## src/rtl/pwm_monitor_pkg.sv

```systemverilog
// Shared types and default parameters for the PWM period/high-time monitor.
package pwm_monitor_pkg;

    localparam int unsigned CNT_W_DEF       = 32;
    localparam int unsigned TIMEOUT_CYC_DEF = 1000000;
    localparam int unsigned TRIG_W_DEF      = 16;

    typedef enum logic [1:0] {
        ST_IDLE,
        ST_WAIT_RISE,
        ST_MEAS_HIGH,
        ST_MEAS_LOW
    } state_e;

endpackage

```

## src/rtl/sync_edge_det.sv

```systemverilog
// Two-flop synchronizer plus registered rise/fall pulses for one async input.
// Edge detection is held off until the previous-sample flop holds a real
// synchronized value, so an input already high at reset release gives no rise.
module sync_edge_det (
    input  logic clk,
    input  logic rst,
    input  logic din,
    output logic rise,
    output logic fall
);

    logic s1;
    logic s2;
    logic prev;
    logic v1;
    logic v2;
    logic armed;

    // Synchronize, track the previous sample and emit one-cycle edge pulses.
    always_ff @(posedge clk or posedge rst) begin
        if (rst) begin
            s1    <= 1'b0;
            s2    <= 1'b0;
            prev  <= 1'b0;
            v1    <= 1'b0;
            v2    <= 1'b0;
            armed <= 1'b0;
            rise  <= 1'b0;
            fall  <= 1'b0;
        end else begin
            s1    <= din;
            s2    <= s1;
            prev  <= s2;
            v1    <= 1'b1;
            v2    <= v1;
            armed <= v2;
            rise  <= armed & s2 & ~prev;
            fall  <= armed & ~s2 & prev;
        end
    end

endmodule

```

## src/rtl/pwm_monitor.sv

```systemverilog
// Measures period and high time of a PWM input, counts trigger pulses and
// raises a sticky interrupt on completed measurements or timeouts.
module pwm_monitor
    import pwm_monitor_pkg::*;
#(
    parameter int unsigned CNT_W       = CNT_W_DEF,
    parameter int unsigned TIMEOUT_CYC = TIMEOUT_CYC_DEF,
    parameter int unsigned TRIG_W      = TRIG_W_DEF
) (
    input  logic              clk,
    input  logic              rst,
    input  logic              enable_i,
    input  logic              pwm_i,
    input  logic              trigger_i,
    input  logic              clear_i,
    input  logic              irq_en_i,
    output logic [CNT_W-1:0]  period_o,
    output logic [CNT_W-1:0]  high_o,
    output logic              meas_valid_o,
    output logic              timeout_o,
    output logic [TRIG_W-1:0] trig_count_o,
    output logic              irq_o,
    output logic              busy_o
);

    localparam int unsigned      TO_W    = $clog2(TIMEOUT_CYC + 1);
    localparam logic [TO_W-1:0]  TO_LAST = TO_W'(TIMEOUT_CYC - 1);
    localparam logic [CNT_W-1:0] CNT_MAX = '1;

    state_e           state;
    logic [CNT_W-1:0] cnt;
    logic [CNT_W-1:0] cnt_inc;
    logic [CNT_W-1:0] high_lat;
    logic [TO_W-1:0]  tcnt;
    logic             to_hit;
    logic             pwm_rise;
    logic             pwm_fall;
    logic             trig_rise;
    logic             trig_fall_unused;

    sync_edge_det u_pwm_sync (
        .clk  (clk),
        .rst  (rst),
        .din  (pwm_i),
        .rise (pwm_rise),
        .fall (pwm_fall)
    );

    sync_edge_det u_trig_sync (
        .clk  (clk),
        .rst  (rst),
        .din  (trigger_i),
        .rise (trig_rise),
        .fall (trig_fall_unused)
    );

    // Saturating increment and timeout compare.
    assign cnt_inc = (cnt == CNT_MAX) ? cnt : cnt + CNT_W'(1);
    assign to_hit  = (tcnt == TO_LAST);

    // Measurement FSM; tcnt counts cycles since the last accepted edge.
    always_ff @(posedge clk or posedge rst) begin
        if (rst) begin
            state        <= ST_IDLE;
            cnt          <= '0;
            high_lat     <= '0;
            tcnt         <= '0;
            period_o     <= '0;
            high_o       <= '0;
            meas_valid_o <= 1'b0;
            timeout_o    <= 1'b0;
            busy_o       <= 1'b0;
        end else begin
            meas_valid_o <= 1'b0;
            timeout_o    <= 1'b0;
            if (!enable_i) begin
                state  <= ST_IDLE;
                busy_o <= 1'b0;
                cnt    <= '0;
                tcnt   <= '0;
            end else begin
                case (state)
                    ST_IDLE: begin
                        state  <= ST_WAIT_RISE;
                        busy_o <= 1'b1;
                        cnt    <= '0;
                        tcnt   <= '0;
                    end
                    ST_WAIT_RISE: begin
                        if (pwm_rise) begin
                            state <= ST_MEAS_HIGH;
                            cnt   <= CNT_W'(1);
                            tcnt  <= '0;
                        end else if (to_hit) begin
                            timeout_o <= 1'b1;
                            tcnt      <= '0;
                        end else begin
                            tcnt <= tcnt + TO_W'(1);
                        end
                    end
                    ST_MEAS_HIGH: begin
                        if (pwm_fall) begin
                            state    <= ST_MEAS_LOW;
                            high_lat <= cnt;
                            cnt      <= cnt_inc;
                            tcnt     <= '0;
                        end else if (to_hit) begin
                            state     <= ST_WAIT_RISE;
                            timeout_o <= 1'b1;
                            cnt       <= '0;
                            tcnt      <= '0;
                        end else begin
                            cnt  <= cnt_inc;
                            tcnt <= tcnt + TO_W'(1);
                        end
                    end
                    ST_MEAS_LOW: begin
                        if (pwm_rise) begin
                            state        <= ST_MEAS_HIGH;
                            period_o     <= cnt;
                            high_o       <= high_lat;
                            meas_valid_o <= 1'b1;
                            cnt          <= CNT_W'(1);
                            tcnt         <= '0;
                        end else if (to_hit) begin
                            state     <= ST_WAIT_RISE;
                            timeout_o <= 1'b1;
                            cnt       <= '0;
                            tcnt      <= '0;
                        end else begin
                            cnt  <= cnt_inc;
                            tcnt <= tcnt + TO_W'(1);
                        end
                    end
                    default: begin
                        state  <= ST_IDLE;
                        busy_o <= 1'b0;
                    end
                endcase
            end
        end
    end

    // Trigger edge counter; a clear coinciding with an edge leaves a count of one.
    always_ff @(posedge clk or posedge rst) begin
        if (rst) begin
            trig_count_o <= '0;
        end else if (clear_i) begin
            trig_count_o <= trig_rise ? TRIG_W'(1) : '0;
        end else if (trig_rise) begin
            trig_count_o <= trig_count_o + TRIG_W'(1);
        end
    end

    // Sticky interrupt; setting takes priority over clearing.
    always_ff @(posedge clk or posedge rst) begin
        if (rst) begin
            irq_o <= 1'b0;
        end else if ((meas_valid_o | timeout_o) & irq_en_i) begin
            irq_o <= 1'b1;
        end else if (clear_i) begin
            irq_o <= 1'b0;
        end
    end

endmodule

```

## config.mk

```make
export PLATFORM = sky130hd
export DESIGN_NAME = pwm_monitor
export DESIGN_NICKNAME = d
export VERILOG_FILES = /design/src/rtl/pwm_monitor_pkg.sv /design/src/rtl/sync_edge_det.sv /design/src/rtl/pwm_monitor.sv
export SDC_FILE = /design/constraint.sdc
export NUM_CORES = 1
export LEC_CHECK = 0
export CAP_MARGIN = 0
export CORE_MARGIN = 2
export CORE_UTILIZATION = 30
export DETAILED_ROUTE_END_ITERATION = 10
export SLEW_MARGIN = 15
export SYNTH_ARGS = -nofsm -noshare
export SYNTH_HDL_FRONTEND = slang
export SYNTH_SLANG_ARGS = --single-unit
```

## constraint.sdc

```tcl
create_clock -name clk -period 17 [get_ports clk]
set_input_delay 2.55 -clock clk [delete_from_list [all_inputs] [get_ports clk]]
set_output_delay 2.55 -clock clk [all_outputs]
set_load 0.02 [all_outputs]
```

# ---- Yosys cells after proc, flatten, opt, wreduce, memory -nomap -nowiden
# Index checks and enable logic that the tools add are counted.
# Widths: inputs -> output; s select.
dict set report classes {
  addsub 3
  n_mul 0
  div 0
  n_lt_le_gt_ge 0
  eq_ne 7
  n_shift 0
  mux 33
  bitwise 11
  reduce_logical 6
}
# operator n
set op_table {}
lappend op_table {{$mux 32} 6}
lappend op_table {{$pmux 32 s4} 1}
lappend op_table {{$mux 20} 4}
lappend op_table {{$pmux 20 s3} 1}
lappend op_table {{$add 32x1->32 const B} 1}
lappend op_table {{$eq 32x32->1 const B} 1}
lappend op_table {{$mux 16} 2}
lappend op_table {{$add 20x1->20 const B} 1}
lappend op_table {{$eq 20x20->1 const B} 1}
lappend op_table {{$add 16x1->16 const B} 1}
lappend op_table {{$mux 1} 12}
lappend op_table {{$mux 2} 5}
lappend op_table {{$pmux 2 s4} 1}
lappend op_table {{$and 1x1->1} 7}
lappend op_table {{$reduce_and 3->1} 2}
lappend op_table {{$eq 2x2->1 const B} 2}
lappend op_table {{$reduce_bool 2->1} 2}
lappend op_table {{$ne 3x2->1 const B} 1}
lappend op_table {{$not 1->1} 3}
lappend op_table {{$eq 2x1->1 const B} 1}
lappend op_table {{$logic_not 2->1} 1}
lappend op_table {{$ne 2x1->1 const B} 1}
lappend op_table {{$pmux 1 s2} 1}
lappend op_table {{$reduce_or 2->1} 1}
lappend op_table {{$or 1x1->1} 1}
dict set report word_totals {
  regBits 182
  latchBits 0
  mem_bits_rw 0
  rom_bits 0
  inputBits 7
  output_inout_bits 84
  word_cells 83
  memories 0
}

# ---- Longest topological paths before layout
# Gate-level depths: netlist of the first run.
dict set report logic_depth {
  ltp_word 6
  depth_mapped 8
  depth_no_buf 7
}

# ---- By module
# From an unflattened synthesis of the first run, not the netlist that was laid out.
dict set report unflattened {
  cells_unflattened 803
  area_unflattened_um2 7941.4
}
# mod instances cells_per_inst area_each_um2
set by_module_without_submodules {}
lappend by_module_without_submodules {pwm_monitor 1 779 7490.9}
lappend by_module_without_submodules {sync_edge_det 2 12 225.2}

# ---- Worst setup path before layout of the first run
# OpenSTA, ideal clock, no wires.
dict set report synth_path {
  path_type {in2reg}
  from {input clear_i}
  to {register trig_count_o[15]}
  setup_ns 0.078
  arrival_time_ns 3.897
  required_ns 16.922
  slack_ns 13.026
  path_stages 6
  n_path_buf 1
  cell_sequence {clkbuf_1 > o211ai_1 > nor3_1 > nand2b_1 > or3_1 > a21oi_1}
}
dict set report synth_between {
  elab_chain_len 1
  word_cells_on_any_way 2
  classes_between {1 x mux; 1 x reduce/logical}
}
# item line_no
set synth_rtl {}
lappend synth_rtl {{start, declared} pwm_monitor.sv:15} ;# input logic clear_i,
lappend synth_rtl {{$mux 16 or $reduce_bool 2->1 (tied branches)} --}
lappend synth_rtl {{end signal, assigned} pwm_monitor.sv:149} ;# trig_count_o <= trig_rise ? TRIG_W'(1) : '0;
lappend synth_rtl {{end signal, assigned} pwm_monitor.sv:151} ;# trig_count_o <= trig_count_o + TRIG_W'(1);
lappend synth_rtl {{end, declared} pwm_monitor.sv:21} ;# output logic [TRIG_W-1:0] trig_count_o,
# Parallel ways exist; a longest one is shown, timed or not.
# A chain may end at the register's enable or synchronous reset.

# ---- Worst setup path after layout of the first run
dict set report layout_path {
  from {input enable_i}
  to {register cnt[20]}
}
dict set report layout_between {
  elab_chain_len 1
  word_cells_on_any_way 2
  classes_between {1 x eq/ne; 1 x mux}
}
# item line_no
set layout_rtl {}
lappend layout_rtl {{start, declared} pwm_monitor.sv:12} ;# input logic enable_i,
lappend layout_rtl {{$ne 3x2->1 (no source line) or $mux 32 (tied branches)} --}
lappend layout_rtl {{end signal, assigned} pwm_monitor.sv:105} ;# cnt <= cnt_inc;
lappend layout_rtl {{end signal, assigned} pwm_monitor.sv:113} ;# cnt <= cnt_inc;
lappend layout_rtl {{end signal, assigned} pwm_monitor.sv:131} ;# cnt <= cnt_inc;
lappend layout_rtl {{end, declared} pwm_monitor.sv:31} ;# logic [CNT_W-1:0] cnt;
# Parallel ways exist; a longest one is shown, timed or not.

==> results_dict.tcl, run 1 <==
set metrics [dict create \
    power.switching_fraction 0.2211 \
    worst_hold_path.num_cells 0 \
    tightestPinTransition_ns 1.154 \
    hold_ws_ns 0.3494 \
    floorplan.initialDensity 0.3074 \
    htreeDepth 4 \
    cts_tree "done" \
    clock.fmax_mhz 214.6 \
    synth_largest_area_cell "sky130_fd_sc_hd__dfrtp_1" \
    final_layout_size_suffix_gt1_frac 0.08922 \
    global_route.overflow_total 0 \
    ys_async_sr_fraction 1.000 \
    antenna_found_initial 0 \
    place_worst_setup_slack_ns 11.92 \
    ys_types 52 \
    seq_power_share 0.529 \
    cts_hold_buf 0 \
    timing.critical_path.required_ns 17.27 \
    worst_ep_arrival_time_ns 4.92 \
    worst_hold_path_class "flop to flop" \
    synth.avg_cell_area_sq_um 10.06 \
    postSynthCellCount 774 \
    worst_setup_path_end_kind "flop" \
    critical_path_buffers_and_inverters 1 \
    worst_r2r_path_depth 6 \
    number_of_synthesized_flops_with_an_enable_pin 0 \
    row_count 58 \
    timing_hold_violations_final 0 \
    cp_top_family "simple AND/OR/NAND/NOR gates" \
    p_total_mw 0.8281 \
    timing.final.crit_share 0.2741 \
    finClkSkew_ns 0.01132 \
    detailroute.wirelength.met3_microns 886 \
    setup_viol_count_final 0 \
    period_minus_slack_ns 4.659 \
    highest_layer "met4" \
    grt_setup_unrepaired "no" \
    layout-area-overhead-vs-synth_pct 22.28 \
    via_count_of_the_first_global_routing_pass 5499 \
    cts-root-buf "sky130_fd_sc_hd__clkbuf_16" \
    first_pass_grt_wire_length_mm 28.92 \
    place.port_buffers 90 \
    netlist_top_cells_area "sky130_fd_sc_hd__dfrtp_1 (59%), sky130_fd_sc_hd__nand2_1 (11%), sky130_fd_sc_hd__mux2_2 (4.3%), sky130_fd_sc_hd__nor2_1 (3.4%), sky130_fd_sc_hd__xnor2_1 (3.0%)" \
    comb_power_share 0.025 \
    dr_vias_cell 4.712 \
    multi_input_comb_area_sq_mm 0.003035 \
    run_status "finished, final reports clean" \
    die_w_microns 165.1 \
    crit_slowest_cell "sky130_fd_sc_hd__nand4bb_1" \
    critical_path_startpoint_category "input port" \
    finalWeightedCongestion 0.8226 \
    timing.final.ws_setup_ns 12.34 \
    critical_path.most_common_cell "sky130_fd_sc_hd__nand4_1" \
    cp_slowest_stage_delay_ns 0.77 \
    synth_commonest_cells "sky130_fd_sc_hd__nand2_1 (220), sky130_fd_sc_hd__dfrtp_1 (182), sky130_fd_sc_hd__nor2_1 (70), sky130_fd_sc_hd__mux2_2 (30), sky130_fd_sc_hd__nand4_1 (29)" \
    numClockSinks 182 \
    number_of_nets_at_the_end_of_the_flow 861 \
    cell_internal_pwr_mw 0.6450 \
    worst_hold_path.endpoint "u_trig_sync.v2$_DFF_PP0_" \
    wl_met2_mm 7.751 \
    register_to_register_path_setup_slack_ns 14.35 \
    timing.max_slew.rel_slack 0.2309 \
    reg2reg_from "tcnt[10]$_DFF_PP0_" \
    placed_wire_length_estimate_after_detailed_placement_mm 11.48 \
    detail_route.iter0.violations 458 \
    largest_net_degree_at_the_start_of_global_routing 109 \
    power_density_mw_per_mm2 86.99 \
    nFillCells 2522 \
    synth.yosys.seq_area_share 0.5850 \
    drv_cap 0 \
    timing.setup.tns_ns 0 \
    synth_flop_cell "sky130_fd_sc_hd__dfrtp_1" \
    detail-route-antenna-nets 0 \
    final-seq-area_sq_mm 0.004554 \
    firstDrtPassIters 5 \
    synth_warnings 0 \
    hold_path_startpoint "u_trig_sync.v1$_DFF_PP0_" \
    power.static_leakage_nw 4.286 \
    drc_violations_left 0 \
    clock_tree.buffer_depth 2 \
    grt_util_all_layers 0.1337 \
    yosys.cell_count.top_type "sky130_fd_sc_hd__nand2_1" \
    number_of_cts_inserted_buffers 17 \
    fp.coreArea_sq_mm 0.02533 \
    power_frac_clock 0.446 \
    netlist.area_leader.share 0.5850 \
    die_area_sq_mm 0.02725 \
    reg2reg_to "cnt[11]$_DFFE_PP0P_" \
    timing_max_transition_violations_final 0 \
    io_pins 91 \
    setup.worst_path.class "input port to flop" \
    detailroute.via_count 5622 \
    syn-cell-area_sq_mm 0.007785 \
    clock_transition_at_the_register_clock_pins_on_the_worst_setup_and_hold_paths_after_cts_ns 0.06 \
    wl_met1_mm 8.525 \
    synth_nets 784 \
    worstPathCellList "clkdlybuf4s50_1 -> nand4bb_1 -> nand4_1 -> a311oi_1 -> nand4_1 -> xor2_1 -> nor2_1" \
    vdd_ir_drop_max_uv 60.95 \
    power.switching_mw 0.1831 \
    die_h_microns 165.1 \
    post_cts_setup_buffers 0 \
    antenna_cells_inserted 0 \
    routed_wirelength_mm 17.30 \
    synth.ff_latch_count 182 \
    clkLatencyLatePin_ns 0.42 \
    routedWlPerCell_microns 14.50 \
    critPathMaxFanout 20 \
    cts_resized 0 \
]
-- metal layers --
metal,GRT usage,up-vias
met2,0.1989,106
met4,0.03913,0
met5,0,-
li1,-,2744
met3,0.03172,7
met1,0.1936,2765
-- through the flow --
stage | instances | util | cell area (sq um)
floorplan | 774 | - | 7785
global placement | 1162 | 0.3541 | 8969
detailed placement | 1162 | 0.3541 | 8969
CTS | 1193 | 0.3759 | 9519
global route | 1193 | 0.3759 | 9519
finish | 1193 | 0.3759 | 9519
-- layout by cell type (no fill, tap or decap), types with 2 or more instances in the layout --
master / Yosys / final
sky130_fd_sc_hd__a21oi_1: 12 / 12
sky130_fd_sc_hd__clkinvlp_4: 0 / 5
sky130_fd_sc_hd__nand4_1: 29 / 29
sky130_fd_sc_hd__nor2_1: 70 / 70
sky130_fd_sc_hd__a211oi_1: 4 / 4
sky130_fd_sc_hd__clkdlybuf4s50_1: 0 / 90
sky130_fd_sc_hd__mux2_2: 30 / 30
sky130_fd_sc_hd__clkbuf_16: 0 / 17
sky130_fd_sc_hd__and3_1: 6 / 6
sky130_fd_sc_hd__a31oi_1: 5 / 5
sky130_fd_sc_hd__xor2_1: 26 / 26
sky130_fd_sc_hd__clkinv_4: 0 / 2
sky130_fd_sc_hd__nand2b_1: 2 / 2
sky130_fd_sc_hd__nor4b_1: 4 / 4
sky130_fd_sc_hd__inv_1: 9 / 8
sky130_fd_sc_hd__buf_4: 3 / 3
sky130_fd_sc_hd__clkbuf_1: 26 / 2
sky130_fd_sc_hd__nand4_4: 2 / 2
sky130_fd_sc_hd__nand3_1: 26 / 26
sky130_fd_sc_hd__or3_1: 7 / 7
sky130_fd_sc_hd__nand2_1: 220 / 220
sky130_fd_sc_hd__inv_6: 0 / 2
sky130_fd_sc_hd__nor3_1: 18 / 18
sky130_fd_sc_hd__and4_1: 6 / 6
sky130_fd_sc_hd__ha_1: 3 / 3
sky130_fd_sc_hd__xnor2_1: 27 / 27
sky130_fd_sc_hd__nor4_1: 8 / 8
sky130_fd_sc_hd__and4_2: 2 / 2
sky130_fd_sc_hd__and3_2: 2 / 2
sky130_fd_sc_hd__dfrtp_1: 182 / 182
sky130_fd_sc_hd__o21ai_0: 16 / 16
sky130_fd_sc_hd__clkinv_2: 0 / 2
-- cells by family (layout without fill, tap and decap cells) --
kind of cell	after synthesis	count (layout)	share of synthesized area
XOR/XNOR	53	53	0.05963
other	1	1	0.0004817
multiplexers	31	31	0.04468
buffers and inverters	45	134	0.02620
flip-flops	182	182	0.5850
AO/OA/AOI/OAI	45	45	0.03343
AND/OR/NAND/NOR	414	414	0.2457
adder cells (fa/ha/maj)	3	3	0.004822
-- sequential cells by signal (all words and copies together) (netlist names), 2 cells and up --
name / cells
cnt: 32
high_lat: 32
high_o: 32
period_o: 32
tcnt: 20
trig_count_o: 16
state: 2
-- how the worst max path moves through the flow --
stage | slack [ns] | from | endpoint | depth (start not counted)
3_3_place_gp | 11.98 | enable_i | cnt[20]$_DFFE_PP0P_ | 7
6_report | 12.34 | enable_i | cnt[20]$_DFFE_PP0P_ | 7
5_1_grt | 12.18 | enable_i | cnt[20]$_DFFE_PP0P_ | 7
2_1_floorplan | 9.51 | rst | busy_o$_DFFE_PP0P_ | 1
3_5_place_dp | 11.92 | enable_i | cnt[20]$_DFFE_PP0P_ | 7
4_1_cts | 12.38 | enable_i | cnt[20]$_DFFE_PP0P_ | 7
-- power by group through the flow --
stage               combinational (mW)  clock [mW]  sequential [mW]
finish                          0.0205       0.369            0.438
global route                    0.0236       0.402            0.438
CTS                             0.0213       0.384            0.438
detailed placement              0.0213           0            0.446
global placement                0.0211           0            0.446
floorplan                       0.0144           0            0.446
-- cell type report --
type / instances / share of cell area
sequential: 182 / 0.4784
multi-input combinational: 547 / 0.3189
timing repair buffer: 93 / 0.09700
clock buffer: 20 / 0.04692
tap: 330 / 0.04338
clock inverter: 11 / 0.01091
inverter: 10 / 0.004469
Note: power is estimated with default switching activity, not from simulation.
==> run 2: changes to the inputs <==
==> constraint.sdc (replaced) <==
create_clock -name clk -period 4 [get_ports clk]
set_input_delay 0.6 -clock clk [delete_from_list [all_inputs] [get_ports clk]]
set_output_delay 0.6 -clock clk [all_outputs]
set_load 0.02 [all_outputs]
==> results_dict.tcl, run 2 (synthesis gave the netlist of run 1 again) <==
set metrics [dict create \
    timing_max_transition_violations_final 0 \
    via_count_of_the_first_global_routing_pass 5323 \
    placedInstanceArea_sq_mm 0.009037 \
    final_common_cell "sky130_fd_sc_hd__nand2_1" \
    grt_util_all_layers 0.1316 \
    global_route.overflow_total 0 \
    register_to_register_path_setup_slack_ns 1.53 \
    number_of_cts_inserted_buffers 17 \
    power.static_leakage_nw 4.345 \
    fp.coreArea_sq_mm 0.02533 \
    timing.final.ws_setup_ns 1.494 \
    run_status "finished, final reports clean" \
    place_worst_setup_slack_ns 1.073 \
    numClockSinks 182 \
    mostFrequentLayoutCells "sky130_fd_sc_hd__nand2_1 (220), sky130_fd_sc_hd__dfrtp_1 (182), sky130_fd_sc_hd__clkdlybuf4s50_1 (90)" \
    setup.worst_path.class "input port to flop" \
    cts_tree "done" \
    die_w_microns 165.1 \
    crit_slowest_cell "sky130_fd_sc_hd__clkdlybuf4s50_1" \
    grt_setup_unrepaired "no" \
    routed_wirelength_mm 17.23 \
    tightestPinTransition_ns 1.071 \
    clock_transition_at_the_register_clock_pins_on_the_worst_setup_and_hold_paths_after_cts_ns 0.07 \
    timing.max_slew.rel_slack 0.2849 \
    power.switching_mw 0.7985 \
    critical_path_startpoint_category "input port" \
    worstPathCellList "clkdlybuf4s50_1 -> o211ai_1 -> nor3_1 -> nand2b_1 -> or3_1 -> a21oi_1" \
    power_frac_clock 0.457 \
    detail-route-antenna-nets 0 \
    antenna_cells_inserted 0 \
    number_of_nets_at_the_end_of_the_flow 867 \
    timing.final.crit_share 0.6266 \
    clock.fmax_mhz 399.0 \
    power_density_mw_per_mm2 374.9 \
    critPathMaxFanout 18 \
    htreeDepth 4 \
    worst_ep_arrival_time_ns 2.84 \
    antenna_found_initial 0 \
    timing.setup.tns_ns 0 \
    die_area_sq_mm 0.02725 \
    floorplan.initialDensity 0.3074 \
    top_usage_layer "met2" \
    dr_vias_cell 4.709 \
    global_route.usage.met1 0.1859 \
    post_route_cell_area_sq_mm 0.009612 \
    timing.critical_path.required_ns 4.33 \
    worst_hold_path_class "flop to flop" \
    cell_internal_pwr_mw 2.805 \
    clkLatencyLatePin_ns 0.42 \
    cts_hold_buf 0 \
    post_cts_setup_buffers 0 \
    first_pass_grt_wire_length_mm 28.39 \
    cp_slowest_stage_delay_ns 0.89 \
    detail_route.iter0.violations 498 \
    cts-root-buf "sky130_fd_sc_hd__clkbuf_16" \
    period_minus_slack_ns 2.506 \
    utilization 0.3795 \
    met2_usage_grt 0.1981 \
    largest_net_degree_at_the_start_of_global_routing 67 \
    timing_hold_violations_final 0 \
    drc_violations_left 0 \
    placed_wire_length_estimate_after_detailed_placement_mm 11.68 \
    routedWlPerCell_microns 14.37 \
    io_pins 91 \
    finClkSkew_ns 0.01275 \
    cts_resized 0 \
    seq_power_share 0.517 \
    vdd_ir_drop_max_uv 283.9 \
    setup_viol_count_final 0 \
    place.port_buffers 90 \
    globalRouteMet3Util 0.03621 \
    row_count 58 \
    comb_power_share 0.026 \
    detailroute.via_count 5646 \
    finalWeightedCongestion 0.8502 \
    power.switching_fraction 0.2216 \
    firstDrtPassIters 4 \
    p_total_mw 3.604 \
    layout-area-overhead-vs-synth_pct 23.47 \
    clock_tree.buffer_depth 2 \
    die_h_microns 165.1 \
    worst_setup_path_end_kind "flop" \
    drv_cap 0 \
    final_layout_size_suffix_gt1_frac 0.09551 \
]
==> run 2: per-layer routing <==
metal,share of wire,vias up
met3,0.055,16
met2,0.45,108
met4,0.011,0
li1,-,2767
met5,0,-
met1,0.48,2755
==> run 2: worst max-delay path, delay by kind of cell <==
kind            cells  cell delay, ns
buf+inv             1            0.89
simple gates        3            0.96
compound gates      2            0.38
==> run 2: path summary, 6_finish.rpt <==
check,from,end,cells past startpoint
max,clear_i,trig_count_o[15]$_DFFE_PP0P_,6
min,u_trig_sync.v1$_DFF_PP0_,u_trig_sync.v2$_DFF_PP0_,0
max reg2reg,cnt[2]$_DFFE_PP0P_,cnt[3]$_DFFE_PP0P_,6
min reg2reg,u_trig_sync.v1$_DFF_PP0_,u_trig_sync.v2$_DFF_PP0_,0
max in group asynchronous,rst,trig_count_o[4]$_DFFE_PP0P_,3
min in group asynchronous,rst,high_lat[5]$_DFFE_PP0P_,2
==> run 2: area by class of cell <==
| class | count | area, sq um |
|---|---|---|
| clock buffer | 19 | 432.9 |
| clock inverter | 12 | 141.4 |
| fill | 2477 | 15720 |
| inverter | 10 | 41.29 |
| multi-input combinational | 547 | 3035 |
| sequential | 182 | 4554 |
| tap | 330 | 412.9 |
| timing repair buffer | 99 | 993.5 |
==> run 2: power by group through the flow <==
stage / clock [mW] / sequential, mW / combinational [mW]
after floorplan: 0 / 1.90 / 0.0616
after detailed placement: 0 / 1.90 / 0.0976
after global placement: 0 / 1.90 / 0.0974
after global routing: 1.77 / 1.86 / 0.108
final: 1.65 / 1.86 / 0.0939
after CTS: 1.70 / 1.86 / 0.0981
==> run 2: per-stage QoR <==
step | std cells | hold slack, ns
after floorplan | 774 | 0.3312
after CTS | 1199 | 0.3525
after global placement | 1168 | 0.3354
after global routing | 1199 | 0.3536
after detailed placement | 1168 | 0.3355
final | 1199 | 0.3514
==> run 3: changes to the inputs <==
==> constraint.sdc (replaced) <==
create_clock -name clk -period 2.2 [get_ports clk]
set_input_delay 0.33 -clock clk [delete_from_list [all_inputs] [get_ports clk]]
set_output_delay 0.33 -clock clk [all_outputs]
set_load 0.02 [all_outputs]
==> results_dict.tcl, run 3 (synthesis gave the netlist of run 1 again) <==
set metrics [dict create \
    run_status "finished, final reports clean" \
    reg2reg_from "cnt[1]$_DFFE_PP0P_" \
    power_frac_clock 0.461 \
    final_layout_size_suffix_gt1_frac 0.1380 \
    numClockSinks 182 \
    final_common_cell "sky130_fd_sc_hd__nand2_1" \
    reg2reg_to "cnt[29]$_DFFE_PP0P_" \
    finalWeightedCongestion 0.9259 \
    timing_max_transition_violations_final 0 \
    clkLatencyLatePin_ns 0.43 \
    global_route.overflow_total 0 \
    cp_slowest_stage_delay_ns 0.57 \
    power_density_mw_per_mm2 663.3 \
    critical_path_startpoint_category "flop" \
    drc_violations_left 0 \
    final_cell_count_no_fill 1237 \
    timing_hold_violations_final 0 \
    seq_power_share 0.512 \
    die_area_sq_mm 0.02725 \
    timing.critical_path.required_ns 2.55 \
    worst_hold_path_class "input port to flop" \
    htreeDepth 4 \
    firstDrtPassIters 4 \
    dr_vias_cell 4.640 \
    floorplan.initialDensity 0.3074 \
    mostFrequentLayoutCells "sky130_fd_sc_hd__nand2_1 (220), sky130_fd_sc_hd__dfrtp_1 (180), sky130_fd_sc_hd__clkdlybuf4s50_1 (90)" \
    clock.fmax_mhz 489.7 \
    detail_route.iter0.violations 358 \
    critPathMaxFanout 6 \
    first_pass_grt_wire_length_mm 29.66 \
    hold_path_startpoint "trigger_i" \
    clock_transition_at_the_register_clock_pins_on_the_worst_setup_and_hold_paths_after_cts_ns 0.07 \
    layout-area-overhead-vs-synth_pct 28.16 \
    placed_wire_length_estimate_after_detailed_placement_mm 12.24 \
    crit_start "cnt[1]$_DFFE_PP0P_" \
    number_of_nets_at_the_end_of_the_flow 905 \
    worst_setup_path_end_kind "flop" \
    register_to_register_path_setup_slack_ns 0.16 \
    die_w_microns 165.1 \
    timing.max_slew.rel_slack 0.6615 \
    via_count_of_the_first_global_routing_pass 5655 \
    worst_hold_path.endpoint "u_trig_sync.s1$_DFF_PP0_" \
    worst_r2r_path_depth 6 \
    antenna_found_initial 0 \
    cts_tree "done" \
    comb_power_share 0.028 \
    detailroute.via_count 5740 \
    place.port_buffers 90 \
    timing.final.crit_share 0.9282 \
    io_pins 91 \
    row_count 58 \
    worst_ep_arrival_time_ns 2.40 \
    tightestPinTransition_ns 0.5044 \
    detail-route-antenna-nets 0 \
    cts-root-buf "sky130_fd_sc_hd__clkbuf_16" \
    grt_util_all_layers 0.1370 \
    fp.coreArea_sq_mm 0.02533 \
    p_total_mw 6.617 \
    worstPathCellList "nand3_1 -> or4_4 -> nor3_4 -> nand3_2 -> or4_1 -> a21oi_1" \
    vdd_ir_drop_max_uv 523.7 \
    worst_hold_path.num_cells 1 \
    largest_net_degree_at_the_start_of_global_routing 83 \
    routed_wirelength_mm 17.59 \
    routedWlPerCell_microns 14.22 \
    crit_slowest_cell "sky130_fd_sc_hd__or4_4" \
    clock_tree.buffer_depth 2 \
    die_h_microns 165.1 \
    power.switching_mw 1.479 \
    number_of_cts_inserted_buffers 17 \
    finClkSkew_ns 0.01018 \
    setup_viol_count_final 0 \
    power.static_leakage_nw 4.575 \
    cell_internal_pwr_mw 5.138 \
    power.switching_fraction 0.2235 \
    placedCellCount 1205 \
    period_minus_slack_ns 2.042 \
    setup.worst_path.class "flop to flop" \
    drv_cap 0 \
    grt_setup_unrepaired "no" \
]
==> run 3: cell type report <==
cell class | count | area (sq um)
sequential | 182 | 4557
tap | 330 | 412.9
multi-input combinational | 547 | 3040
antenna | 1 | 2.502
clock inverter | 12 | 142.6
clock buffer | 18 | 439.2
inverter | 10 | 41.29
timing repair buffer | 137 | 1341
fill | 2497 | 15350
==> run 3: worst max path at each step <==
stage | end | slack, ns | cells past startpoint
floorplan | busy_o$_DFFE_PP0P_ | -0.47 | 1
global placement | cnt[29]$_DFFE_PP0P_ | 0.14 | 6
detailed placement | cnt[29]$_DFFE_PP0P_ | 0.11 | 6
CTS | cnt[29]$_DFFE_PP0P_ | 0.09 | 6
global route | cnt[21]$_DFFE_PP0P_ | 0.006 | 9
finish | cnt[29]$_DFFE_PP0P_ | 0.16 | 6
==> run 3: power by group through the flow <==
| stage | combinational [mW] | clock (mW) | sequential, mW |
|---|---|---|---|
| after global routing | 0.211 | 3.27 | 3.39 |
| final | 0.183 | 3.05 | 3.38 |
| after detailed placement | 0.187 | 0 | 3.45 |
| after floorplan | 0.112 | 0 | 3.45 |
| after CTS | 0.188 | 3.15 | 3.38 |
| after global placement | 0.188 | 0 | 3.45 |
==> run 3: repair_timing <==
item	in CTS	in global routing
endpoints found under the setup margin	0	2
hold buffers	0	0
resized for setup	0	4
setup buffers	0	1
==> run 3: stage by stage <==
stage	TNS (ns)	hold slack, ns	setup WS, ns	instance area [sq um]	util
6_report	0	0.3451	0.1580	9977	0.3939
5_1_grt	0	0.3287	0.006213	9975	0.3938
3_5_place_dp	0	0.3373	0.1143	9369	0.3699
2_1_floorplan	-84.91	0.3312	-0.4666	7789	-
4_1_cts	0	0.3272	0.09316	9951	0.3929
3_3_place_gp	0	0.3340	0.1434	9369	0.3699
==> run 3: layer usage <==
layer  routed length, microns  global-route usage
met1                     8977              0.2013
met2                     7506              0.1996
met3                      894             0.03546
met4                      209             0.03715
met5                        0                   0
==> run 3: critical path: cells and delay by family, from the launching register on <==
family	cells	cell delay (ns)
flops	1	0.42
simple gates	5	1.40
compound gates	1	0.15
